`src/rtl/mem_line_fetch_pkg.sv`:
```
// Shared types and sizing for the cache-line fetch unit.
// Holds line geometry, the cache-line number type and the FSM state enum.
package mem_line_fetch_pkg;

  localparam int MCN_W  = 58;
  localparam int BEATS  = 8;
  localparam int BEAT_W = 64;

  typedef logic [MCN_W-1:0] mcn_t;

  typedef enum logic [1:0] {
    IDLE,
    ADDR,
    DATA,
    RESP
  } state_t;

endpackage

```
`src/rtl/mem_line_fetch_line_asm.sv`:
```
// Line assembly register: beat-indexed 64-bit writes into one line.
// Ports: clk_i, rst_i, clear_i (zero line), wr_i/idx_i/data_i (beat write), line_o.
module line_asm #(
  parameter int BEATS  = 8,
  parameter int BEAT_W = 64,
  parameter int IDX_W  = $clog2(BEATS)
) (
  input  logic                    clk_i,
  input  logic                    rst_i,
  input  logic                    clear_i,
  input  logic                    wr_i,
  input  logic [IDX_W-1:0]        idx_i,
  input  logic [BEAT_W-1:0]       data_i,
  output logic [BEATS*BEAT_W-1:0] line_o
);

  logic [BEATS*BEAT_W-1:0] line_q;

  always_ff @(posedge clk_i or posedge rst_i) begin
    if (rst_i) begin
      line_q <= '0;
    end else if (clear_i) begin
      line_q <= '0;
    end else if (wr_i) begin
      line_q[idx_i*BEAT_W +: BEAT_W] <= data_i;
    end
  end

  assign line_o = line_q;

endmodule

```
`src/rtl/mem_line_fetch.sv`:
```
// Fetches one cache line as a fixed 8-beat bus burst for the walker.
// Ports: walker req/resp handshakes, bus AR channel, bus R channel.
module mem_line_fetch #(
  parameter int MCN_W = mem_line_fetch_pkg::MCN_W,
  parameter int BEATS = mem_line_fetch_pkg::BEATS
) (
  input  logic              clock,
  input  logic              reset,
  output logic              mem_req_i_ready,
  input  logic              mem_req_i_valid,
  input  logic [MCN_W-1:0]  mem_req_i_bits_mcn,
  input  logic              mem_resp_o_ready,
  output logic              mem_resp_o_valid,
  output logic [BEATS*64-1:0] mem_resp_o_bits_data,
  output logic              mem_resp_o_bits_err,
  input  logic              bus_ar_ready,
  output logic              bus_ar_valid,
  output logic [63:0]       bus_ar_addr,
  output logic [2:0]        bus_ar_len,
  output logic              bus_r_ready,
  input  logic              bus_r_valid,
  input  logic [63:0]       bus_r_data,
  input  logic              bus_r_last,
  input  logic              bus_r_err
);

  import mem_line_fetch_pkg::*;

  localparam int CNT_W = $clog2(BEATS);
  localparam logic [CNT_W-1:0] LAST_IDX = CNT_W'(BEATS-1);

  state_t           state_q, state_d;
  logic [CNT_W-1:0] cnt_q, cnt_d;
  logic             err_q, err_d;
  logic [MCN_W-1:0] mcn_q, mcn_d;
  logic             line_clr;
  logic             line_wr;
  logic             last_beat;

  assign last_beat = (cnt_q == LAST_IDX);

  always_ff @(posedge clock or posedge reset) begin
    if (reset) begin
      state_q <= IDLE;
      cnt_q   <= '0;
      err_q   <= 1'b0;
      mcn_q   <= '0;
    end else begin
      state_q <= state_d;
      cnt_q   <= cnt_d;
      err_q   <= err_d;
      mcn_q   <= mcn_d;
    end
  end

  always_comb begin
    state_d  = state_q;
    cnt_d    = cnt_q;
    err_d    = err_q;
    mcn_d    = mcn_q;
    line_clr = 1'b0;
    line_wr  = 1'b0;
    unique case (state_q)
      IDLE: begin
        if (mem_req_i_valid && !reset) begin
          mcn_d    = mem_req_i_bits_mcn;
          err_d    = 1'b0;
          line_clr = 1'b1;
          state_d  = ADDR;
        end
      end
      ADDR: begin
        if (bus_ar_ready) begin
          cnt_d   = '0;
          state_d = DATA;
        end
      end
      DATA: begin
        if (bus_r_valid) begin
          line_wr = 1'b1;
          cnt_d   = cnt_q + 1'b1;
          // last must mark exactly the final beat
          if (bus_r_err || (bus_r_last != last_beat)) begin
            err_d = 1'b1;
          end
          // beat count, not bus_r_last, ends the burst
          if (last_beat) begin
            state_d = RESP;
          end
        end
      end
      RESP: begin
        if (mem_resp_o_ready) begin
          state_d = IDLE;
        end
      end
      default: state_d = IDLE;
    endcase
  end

  line_asm #(
    .BEATS  (BEATS),
    .BEAT_W (64),
    .IDX_W  (CNT_W)
  ) u_line_asm (
    .clk_i   (clock),
    .rst_i   (reset),
    .clear_i (line_clr),
    .wr_i    (line_wr),
    .idx_i   (cnt_q),
    .data_i  (bus_r_data),
    .line_o  (mem_resp_o_bits_data)
  );

  // ready is masked while reset is held
  assign mem_req_i_ready     = (state_q == IDLE) && !reset;
  assign bus_ar_valid        = (state_q == ADDR);
  assign bus_ar_addr         = 64'({mcn_q, 6'b0});
  assign bus_ar_len          = 3'(BEATS-1);
  assign bus_r_ready         = (state_q == DATA);
  assign mem_resp_o_valid    = (state_q == RESP);
  assign mem_resp_o_bits_err = err_q;

endmodule
```
`config.mk`:
```
export PLATFORM = sky130hd
export DESIGN_NAME = mem_line_fetch
export DESIGN_NICKNAME = d
export VERILOG_FILES = /design/src/rtl/mem_line_fetch_pkg.sv /design/src/rtl/mem_line_fetch_line_asm.sv /design/src/rtl/mem_line_fetch.sv
export SDC_FILE = /design/constraint.sdc
export NUM_CORES = 1
export LEC_CHECK = 0
export CORE_AREA = 2 2 279 281
export DETAILED_ROUTE_END_ITERATION = 16
export DIE_AREA = 0 0 281 283
export DONT_BUFFER_PORTS = 1
export PLACE_DENSITY = 0.52
export SETUP_SLACK_MARGIN = 0.02
export SLEW_MARGIN = 20
export SYNTH_ARGS = -nofsm -noshare
export SYNTH_HDL_FRONTEND = slang
export SYNTH_SLANG_ARGS = --single-unit
```
`constraint.sdc`:
```
create_clock -name clock -period 23.7 [get_ports clock]
set_clock_uncertainty 0.1 [all_clocks]
set_input_delay 5.925 -clock clock [delete_from_list [all_inputs] [get_ports clock]]
set_output_delay 5.925 -clock clock [all_outputs]
set_load 0.1 [all_outputs]
```
==> flow_summary.toml, run 1 <==
[run_status]
status = "finished, final reports clean"

[power_and_ir_drop]
peakVddDrop_mv = 0.131
leakage_uw = 0.0144
power_density_nw_per_um2 = 159

[routing]
wl_met2_um = 39300
top_layer_used = "met4"
avgViaCountPerCell = 5.13
wl_per_cell_um = 26.3
route.met3.wl_um = 7210
ant_nets = 0
drc = 0
wirelength_um = 79900
initialDrtViolationCount = 1030
wl_met1_um = 31100
vias = 15609
dr.pass1.iters = 5

[worst_setup_path]
end_kind = "output port"
cp-endpoint = "mem_req_i_ready"
crit_start = "reset"
cp-start-kind = "input port"
worstPathCellList = "nor2b_2"
worst_ep_arrival_time_ns = 6.73
worst_r2r_endpoint = "u_line_asm.line_o[98]"
rr_worst_depth = 7
crit_path_max_incr_delay_ns = 0.80
path_depth = 1
crit_family = "simple AND/OR/NAND/NOR gates"
crit_fanout = 4
crit_buf_inv = 0
cp.required_ns = 17.67
rr_startpoint = "cnt_q[0]"
worstSetupPathType = "input port to output port"
cpMaxStageDelayCell = "nor2b_2"
r2r_setup_slack_ns = 19.55

[clocking]
cts_resized = 0
cts_max_level = 2
root_buffer = "clkbuf_16"
cts_tree = "yes"
clock_path_buffers = 3
cts.sinks = 576
cts_buffers = 60
cts-hold-fix-buffers = 0
clk_pin_slew_ns = 0.06
clock_latency_ns = 0.63
cts_post_setup_buffers_inserted = 0

[global_route]
grt-ovfl-total = 0
grt_pass1_wl_um = 117000
grt_pass1_vias = 16614
grt_max_degree = 206
antenna_found_initial = 0
grtUsageTotal_pct = 19.6

[logic_synthesis]
syn_inst = 2035
synth_area_um2 = 24100
seq_area_frac_synth_pct = 59.7
ys_ff_latch = 576
synth_area_per_cell_um2 = 11.9
synth_flop_cell = "dfrtp_1"
yosys_warnings = 0
synth_edf_count = 0
ys_types = 44
synthArstFlopShare_pct = 100

[place]
portBuffers = 0
gp_congestion = 0.802
place_hpwl_um = 52000
dp_slack_ns = 10.94

[floorplanning]
ios = 714
num_rows = 102
die_w_um = 281
dieArea_um2 = 79500
die_h_um = 283
core_area_um2 = 76700
start_util_pct = 31.5

[final_layout]
area_growth_pct = 10.8
multi_input_area_um2 = 8780
n_antenna_cell = 0
num-fill-cells = 7622
layout-drive-gt1-share_pct = 9.94
layout_commonest_cell = "dfrtp_1"
final_nets = 2100
layout_common_cells = "dfrtp_1 (575), nand2_1 (515), mux2i_1 (448), nand4_1 (66), a21oi_1 (64)"
regArea_um2 = 14400

[timing]
slew_viol_final = 0
post-route-min-period_ns = 12.76
worst_slew_pin_slew_ns = 1.14
max_freq_mhz = 78.4
setup_viol = 0
grt_setup_unrepaired = "false"
fin_setup_tns_ns = 0
finalHoldViolCount = 0
setup_ws_ns = 10.94
post-route-period-util_pct = 53.8
relSlewSlack_pct = 24.2

[hold_path]
hold_path_class = "flop to flop"

[job]
cap_violations = 0
-- final cells by class --
cell class / instances / share of cell area [%]
multi-input combinational: 1290 / 32.8
tap: 1040 / 4.86
clock inverter: 22 / 1.10
inverter: 6 / 0.112
timing repair buffer: 26 / 0.884
clock buffer: 82 / 6.34
sequential: 576 / 53.9
-- kinds of logic after synthesis --
kind of cell | count (synthesis) | share of synthesized area (%)
flops | 576 | 59.7
other cells | 2 | 0.0311
mux | 507 | 21.3
fa+ha+maj | 10 | 0.518
compound gates | 142 | 3.17
buf+inv | 176 | 4.43
simple gates | 621 | 10.8
xor+xnor | 1 | 0.0363
-- Yosys cell counts, drive strengths merged (2+ instances only) --
library cell  count  area, µm²
a22o              3       27.5
buf             116        837
and3              2       12.5
clkbuf           54        210
mux2             59        664
nor2b             4       25.0
o21ai            67        350
nor2              3       11.3
ha               10        125
o22ai             2       12.5
dfrtp           576      14400
and4bb            2       25.0
inv               6       22.5
nand4            66        413
nand3            16       80.1
nand2b            3       18.8
conb              2       7.51
mux2i           448       4480
a21oi            64        320
nand2           517       1950
-- stage by stage --
step	power, µW	util [%]	hold slack (ns)	area [µm²]	cells
floorplan	3050	-	0.412	24200	2042
CTS	4270	34.9	0.489	26700	3042
detailed placement	3290	32.3	0.474	24800	2938
global placement	3260	32.3	0.437	24800	2938
finish	4240	34.9	0.492	26700	3042
global route	4390	34.9	0.508	26700	3042
-- flip-flops by register name, summed over array words and instances, names as in the netlist --
name / count
u_line_asm.line_o: 512
state_q: 2
mcn_q: 58
mem_resp_o_bits_err: 1
cnt_q: 3
-- metal layers --
layer,vias to the layer above,GRT usage [%]
met4,0,6.36
met5,-,0
met1,8157,23.4
li1,6727,-
met2,599,33.1
met3,126,6.60
-- worst min path at each step --
stage	end	cells after the start	from
after floorplan	state_q[1]	1	state_q[1]
after detailed placement	state_q[1]	1	state_q[1]
final	state_q[1]	1	state_q[1]
after global routing	state_q[1]	1	state_q[1]
after global placement	state_q[1]	1	state_q[1]
after CTS	state_q[1]	1	state_q[1]
-- where the power goes --
group | total [µW] | switching [µW] | internal [µW]
Sequential | 2630 | 1490 | 1130
Clock | 972 | 400 | 572
Combinational | 645 | 466 | 180
Note: power is estimated with default switching activity, not from simulation.
==> run 2: changes to the inputs <==
CORE_AREA = 2 2 280 282   (was 2 2 279 281)
DIE_AREA = 0 0 282 284   (was 0 0 281 283)
PLACE_DENSITY = 0.54   (was 0.52)
clock period = 11 ns   (was 23.7 ns; I/O delays follow)
==> run 2 against run 1 <==
Compared with the run above:
- sequential power grew 120%
- non-clock buffer count did not move
- utilization is 0.24 points higher
- sequential cell count did not move
- critical path depth stayed put
- routed wire length is 0.28% higher
- combinational power rose by 110%
- final area up 1.0%
- largest power group unchanged
==> flow_summary.toml, run 2 (synthesized netlist as in run 1, its figures left out) <==
[power_and_ir_drop]
leakage_uw = 0.0145
peakVddDrop_mv = 0.264
total_power_uw = 9280
power_density_nw_per_um2 = 343

[worst_setup_path]
worst_ep_arrival_time_ns = 3.56
crit_buf_inv = 0
rr_worst_depth = 7
rr_startpoint = "cnt_q[0]"
crit_path_max_incr_delay_ns = 0.80
worst_r2r_endpoint = "u_line_asm.line_o[324]"
worstSetupPathType = "input port to output port"
crit_family = "simple AND/OR/NAND/NOR gates"
cpMaxStageDelayCell = "nor2b_2"
crit_fanout = 4
r2r_setup_slack_ns = 6.92
cp.required_ns = 8.15
worstPathCellList = "nor2b_2"
end_kind = "output port"
cp-start-kind = "input port"

[final_layout]
utilization_pct = 35.1
stdcell_count = 3058
area_growth_pct = 12.0
largest_reg_flops = 512
final_nets = 2106
num-fill-cells = 7581
layout-drive-gt1-share_pct = 10.6
layout_common_cells = "dfrtp_1 (575), nand2_1 (515), mux2i_1 (448), clkbuf_16 (67), nand4_1 (66)"
layout_commonest_cell = "dfrtp_1"

[place]
gp_congestion = 0.828
place_hpwl_um = 53100
dp_cells = 2938
portBuffers = 0

[routing]
avgViaCountPerCell = 5.12
drc = 0
ant_nets = 0
wirelength_um = 80200
initialDrtViolationCount = 1225
vias = 15666
wl_per_cell_um = 26.2
dr.pass1.iters = 5

[global_route]
grt_max_degree = 193
grtUsageTotal_pct = 19.5
grt_pass1_wl_um = 116000
antenna_found_initial = 8
grt-ovfl-total = 0
grt_pass1_vias = 16442

[clocking]
cts-hold-fix-buffers = 0
cts_resized = 0
cts_post_setup_buffers_inserted = 0
cts_buffers = 66
clock_path_buffers = 3
clk_pin_slew_ns = 0.06
clock_latency_ns = 0.59
cts_max_level = 3
cts.sinks = 576
cts_tree = "yes"
root_buffer = "clkbuf_16"

[timing]
fin_setup_tns_ns = 0
post-route-period-util_pct = 58.3
relSlewSlack_pct = 26.9
grt_setup_unrepaired = "false"
setup_viol = 0
finalHoldViolCount = 0
post-route-min-period_ns = 6.41
whs_ns = 0.490
max_freq_mhz = 156
slew_viol_final = 0
worst_slew_pin_slew_ns = 1.10

[hold_path]
min_to = "state_q[1]"
hp-start = "state_q[1]"
whs_path_depth = 1
hold_path_class = "flop to flop"

[job]
cap_violations = 0

[floorplanning]
core_area_um2 = 77000
num_rows = 102
die_w_um = 282
die_h_um = 284
dieArea_um2 = 80100
ios = 714
start_util_pct = 31.4

[run_status]
status = "finished, final reports clean"
## run 2: cell types whose count changed in the layout (fill, tap and decap cells not counted), sizes merged
| cell | before | now |
|---|---|---|
| bufinv | 7 | 3 |
| clkbuf | 82 | 95 |
| clkinvlp | 1 | 3 |
| diode | 0 | 2 |
| inv | 8 | 11 |
## run 2: cell type report
class | instances | area, µm² | share of cell area [%]
Tap cell | 1040 | 1300 | 4.82
Inverter | 6 | 26.3 | 0.0972
Antenna cell | 2 | 5.00 | 0.0185
Clock buffer | 95 | 1950 | 7.22
Clock inverter | 23 | 288 | 1.06
Sequential cell | 576 | 14400 | 53.3
Multi-Input combinational cell | 1290 | 8780 | 32.5
Timing Repair Buffer | 26 | 262 | 0.968
## run 2: how the worst max path moves through the flow
| stage | start | end | cells after the start | slack (ns) |
|---|---|---|---|---|
| 5_1_grt | reset | mem_req_i_ready | 1 | 4.59 |
| 6_report | reset | mem_req_i_ready | 1 | 4.59 |
| 3_3_place_gp | reset | mem_req_i_ready | 1 | 4.58 |
| 2_1_floorplan | reset | u_line_asm.line_o[0] | 5 | -2.06 |
| 3_5_place_dp | reset | mem_req_i_ready | 1 | 4.59 |
| 4_1_cts | reset | mem_req_i_ready | 1 | 4.59 |
## run 2: report_power, final
part	total [µW]	switching (µW)	internal, µW
Combinational	1370	978	388
Sequential	5660	3220	2440
Clock	2250	925	1320
Total	9280	5130	4150
## run 2: stage by stage
| stage | cell area, µm² | setup slack [ns] |
|---|---|---|
| floorplan | 24200 | -2.06 |
| global placement | 24800 | 4.58 |
| detailed placement | 24800 | 4.59 |
| CTS | 27000 | 4.59 |
| global route | 27000 | 4.59 |
| finish | 27000 | 4.59 |
## run 2: layer usage
metal	vias up	GRT usage, %	part of all wire [%]	wire length [µm]
met2	622	32.4	49	39300
met1	8114	22.8	38	30700
met5	-	0	0.081	65
li1	6779	-	-	-
met3	141	7.35	9.7	7740
met4	10	7.09	2.9	2350
==> run 3: changes to the inputs <==
clock period = 5.74 ns   (was 11 ns; I/O delays follow)
==> run 3 against run 2 <==
Compared with the run above:
- clock-buffer cell count shrank 6
- die area is the same
- setup slack lost 2.8 ns
- critical endpoint unchanged
- via count grew 0.22%
- highest routed layer unchanged
- hold slack is essentially flat
- critical path depth grew 2
- clock power grew 92%
- register-to-register slack lost 5.1 ns
- non-clock buffer count grew 4
==> flow_summary.toml, run 3 (synthesized netlist as in run 1, its figures left out) <==
[run_status]
status = "finished, final reports clean"

[place]
dp_cells = 2940
gp_congestion = 0.817
place_area_um2 = 24800
portBuffers = 0
place_hpwl_um = 54500

[worst_setup_path]
crit_family = "simple AND/OR/NAND/NOR gates"
worst_ep_arrival_time_ns = 2.39
cpMaxStageDelayCell = "nor2b_2"
end_kind = "output port"
cp.required_ns = 4.20
crit_path_max_incr_delay_ns = 0.92
cp-start-kind = "flop"
worstPathCellList = "inv_1 -> ha_1 -> nor2b_2"
crit_fanout = 6
crit_buf_inv = 1
worstSetupPathType = "flop to output port"

[floorplanning]
start_util_pct = 31.4
die_h_um = 284
die_w_um = 282
dieArea_um2 = 80100
num_rows = 102
ios = 714
core_area_um2 = 77000

[final_layout]
layout-drive-gt1-share_pct = 10.5
largest_reg_flops = 512
final_area_um2 = 27100
num-fill-cells = 7653
regArea_um2 = 14400
multi_input_area_um2 = 8780
final_nets = 2110
layout_commonest_cell = "dfrtp_1"
stdcell_count = 3058
layout_common_cells = "dfrtp_1 (575), nand2_1 (515), mux2i_1 (448), clkbuf_16 (68), nand4_1 (66)"
area_growth_pct = 12.1

[routing]
initialDrtViolationCount = 1116
avgViaCountPerCell = 5.13
vias = 15700
wl_per_cell_um = 26.7
wirelength_um = 81700
drc = 0
dr.pass1.iters = 5
ant_nets = 0

[timing]
grt_setup_unrepaired = "false"
worst_slew_pin_slew_ns = 1.12
post-route-min-period_ns = 3.93
finalHoldViolCount = 0
max_freq_mhz = 254
relSlewSlack_pct = 25.3
slew_viol_final = 0
whs_ns = 0.490
post-route-period-util_pct = 68.5
setup_viol = 0

[power_and_ir_drop]
leakage_uw = 0.0145
peakVddDrop_mv = 0.661
power_density_nw_per_um2 = 658

[job]
cap_violations = 0

[global_route]
grt_pass1_wl_um = 117000
grtUsageTotal_pct = 19.8
grt_pass1_vias = 16479
grt-ovfl-total = 0
antenna_found_initial = 4
grt_max_degree = 188

[clocking]
cts.sinks = 576
cts-hold-fix-buffers = 0
clock_path_buffers = 3
cts_max_level = 3
root_buffer = "clkbuf_16"
cts_buffers = 66
clk_pin_slew_ns = 0.06
cts_tree = "yes"
cts_resized = 0
cts_post_setup_buffers_inserted = 0
clock_latency_ns = 0.59

[hold_path]
hold_path_class = "flop to flop"
## run 3: changes by cell type in the layout (fill, tap and decap cells not counted), moves of 2 or more
cell       before  now
clkbuf_8       17    7
bufinv_16       3    6
clkbuf_1       11   14
buf_16          0    2
buf_4          20   22
clkinv_8        1    3
inv_16          3    1
inv_6           3    1
## run 3: stage by stage
stage	total power (µW)	setup WS (ns)	utilization [%]	setup TNS, ns
after floorplan	12600	-6.00	-	-2484.91
after global placement	13400	1.96	32.2	0
after detailed placement	13600	1.81	32.2	0
after global routing	18400	1.69	35.2	0
after CTS	17900	1.78	35.1	0
final	17800	1.81	35.2	0
## run 3: path summary, 6_finish.rpt
| kind | start | endpoint | slack (ns) | depth (start not counted) |
|---|---|---|---|---|
| max | state_q[0] | mem_req_i_ready | 1.81 | 3 |
| min | state_q[1] | state_q[1] | 0.49 | 1 |
| max reg2reg | cnt_q[0] | u_line_asm.line_o[83] | 1.85 | 7 |
| min reg2reg | state_q[1] | state_q[1] | 0.49 | 1 |
| max in group asynchronous | reset | u_line_asm.line_o[70] | 3.06 | 3 |
| min in group asynchronous | reset | u_line_asm.line_o[43] | 0.69 | 1 |
## run 3: worst register-to-register path, delay by kind of cell (launching register included)
| kind | cells | cell delay, ns |
|---|---|---|
| multiplexers | 1 | 0.23 |
| AND/OR/NAND/NOR | 2 | 1.25 |
| buffers and inverters | 2 | 0.82 |
| adder cells (fa/ha/maj) | 2 | 0.55 |
| flip-flops | 1 | 0.81 |
## run 3: power breakdown
| part | switching (µW) | internal (µW) | leakage (µW) |
|---|---|---|---|
| clock network | 1770 | 2550 | 0.00107 |
| logic | 1870 | 752 | 0.00558 |
| registers | 6180 | 4670 | 0.00789 |
| total | 9820 | 7980 | 0.0145 |
## run 3: area by class of cell
class	instances	area share [%]
timing repair buffer	30	1.26
clock buffer	89	6.84
antenna	3	0.0277
inverter	6	0.0971
multi-input combinational	1290	32.4
clock inverter	24	1.24
sequential	576	53.3
tap	1040	4.81
## run 3: metal layers
layer	up-vias	GRT usage (%)	part of all wire, %
li1	6758	-	-
met1	8146	23.3	39
met2	651	32.7	49
met3	141	7.10	9.5
met4	4	7.50	3.0
met5	-	0	0.028
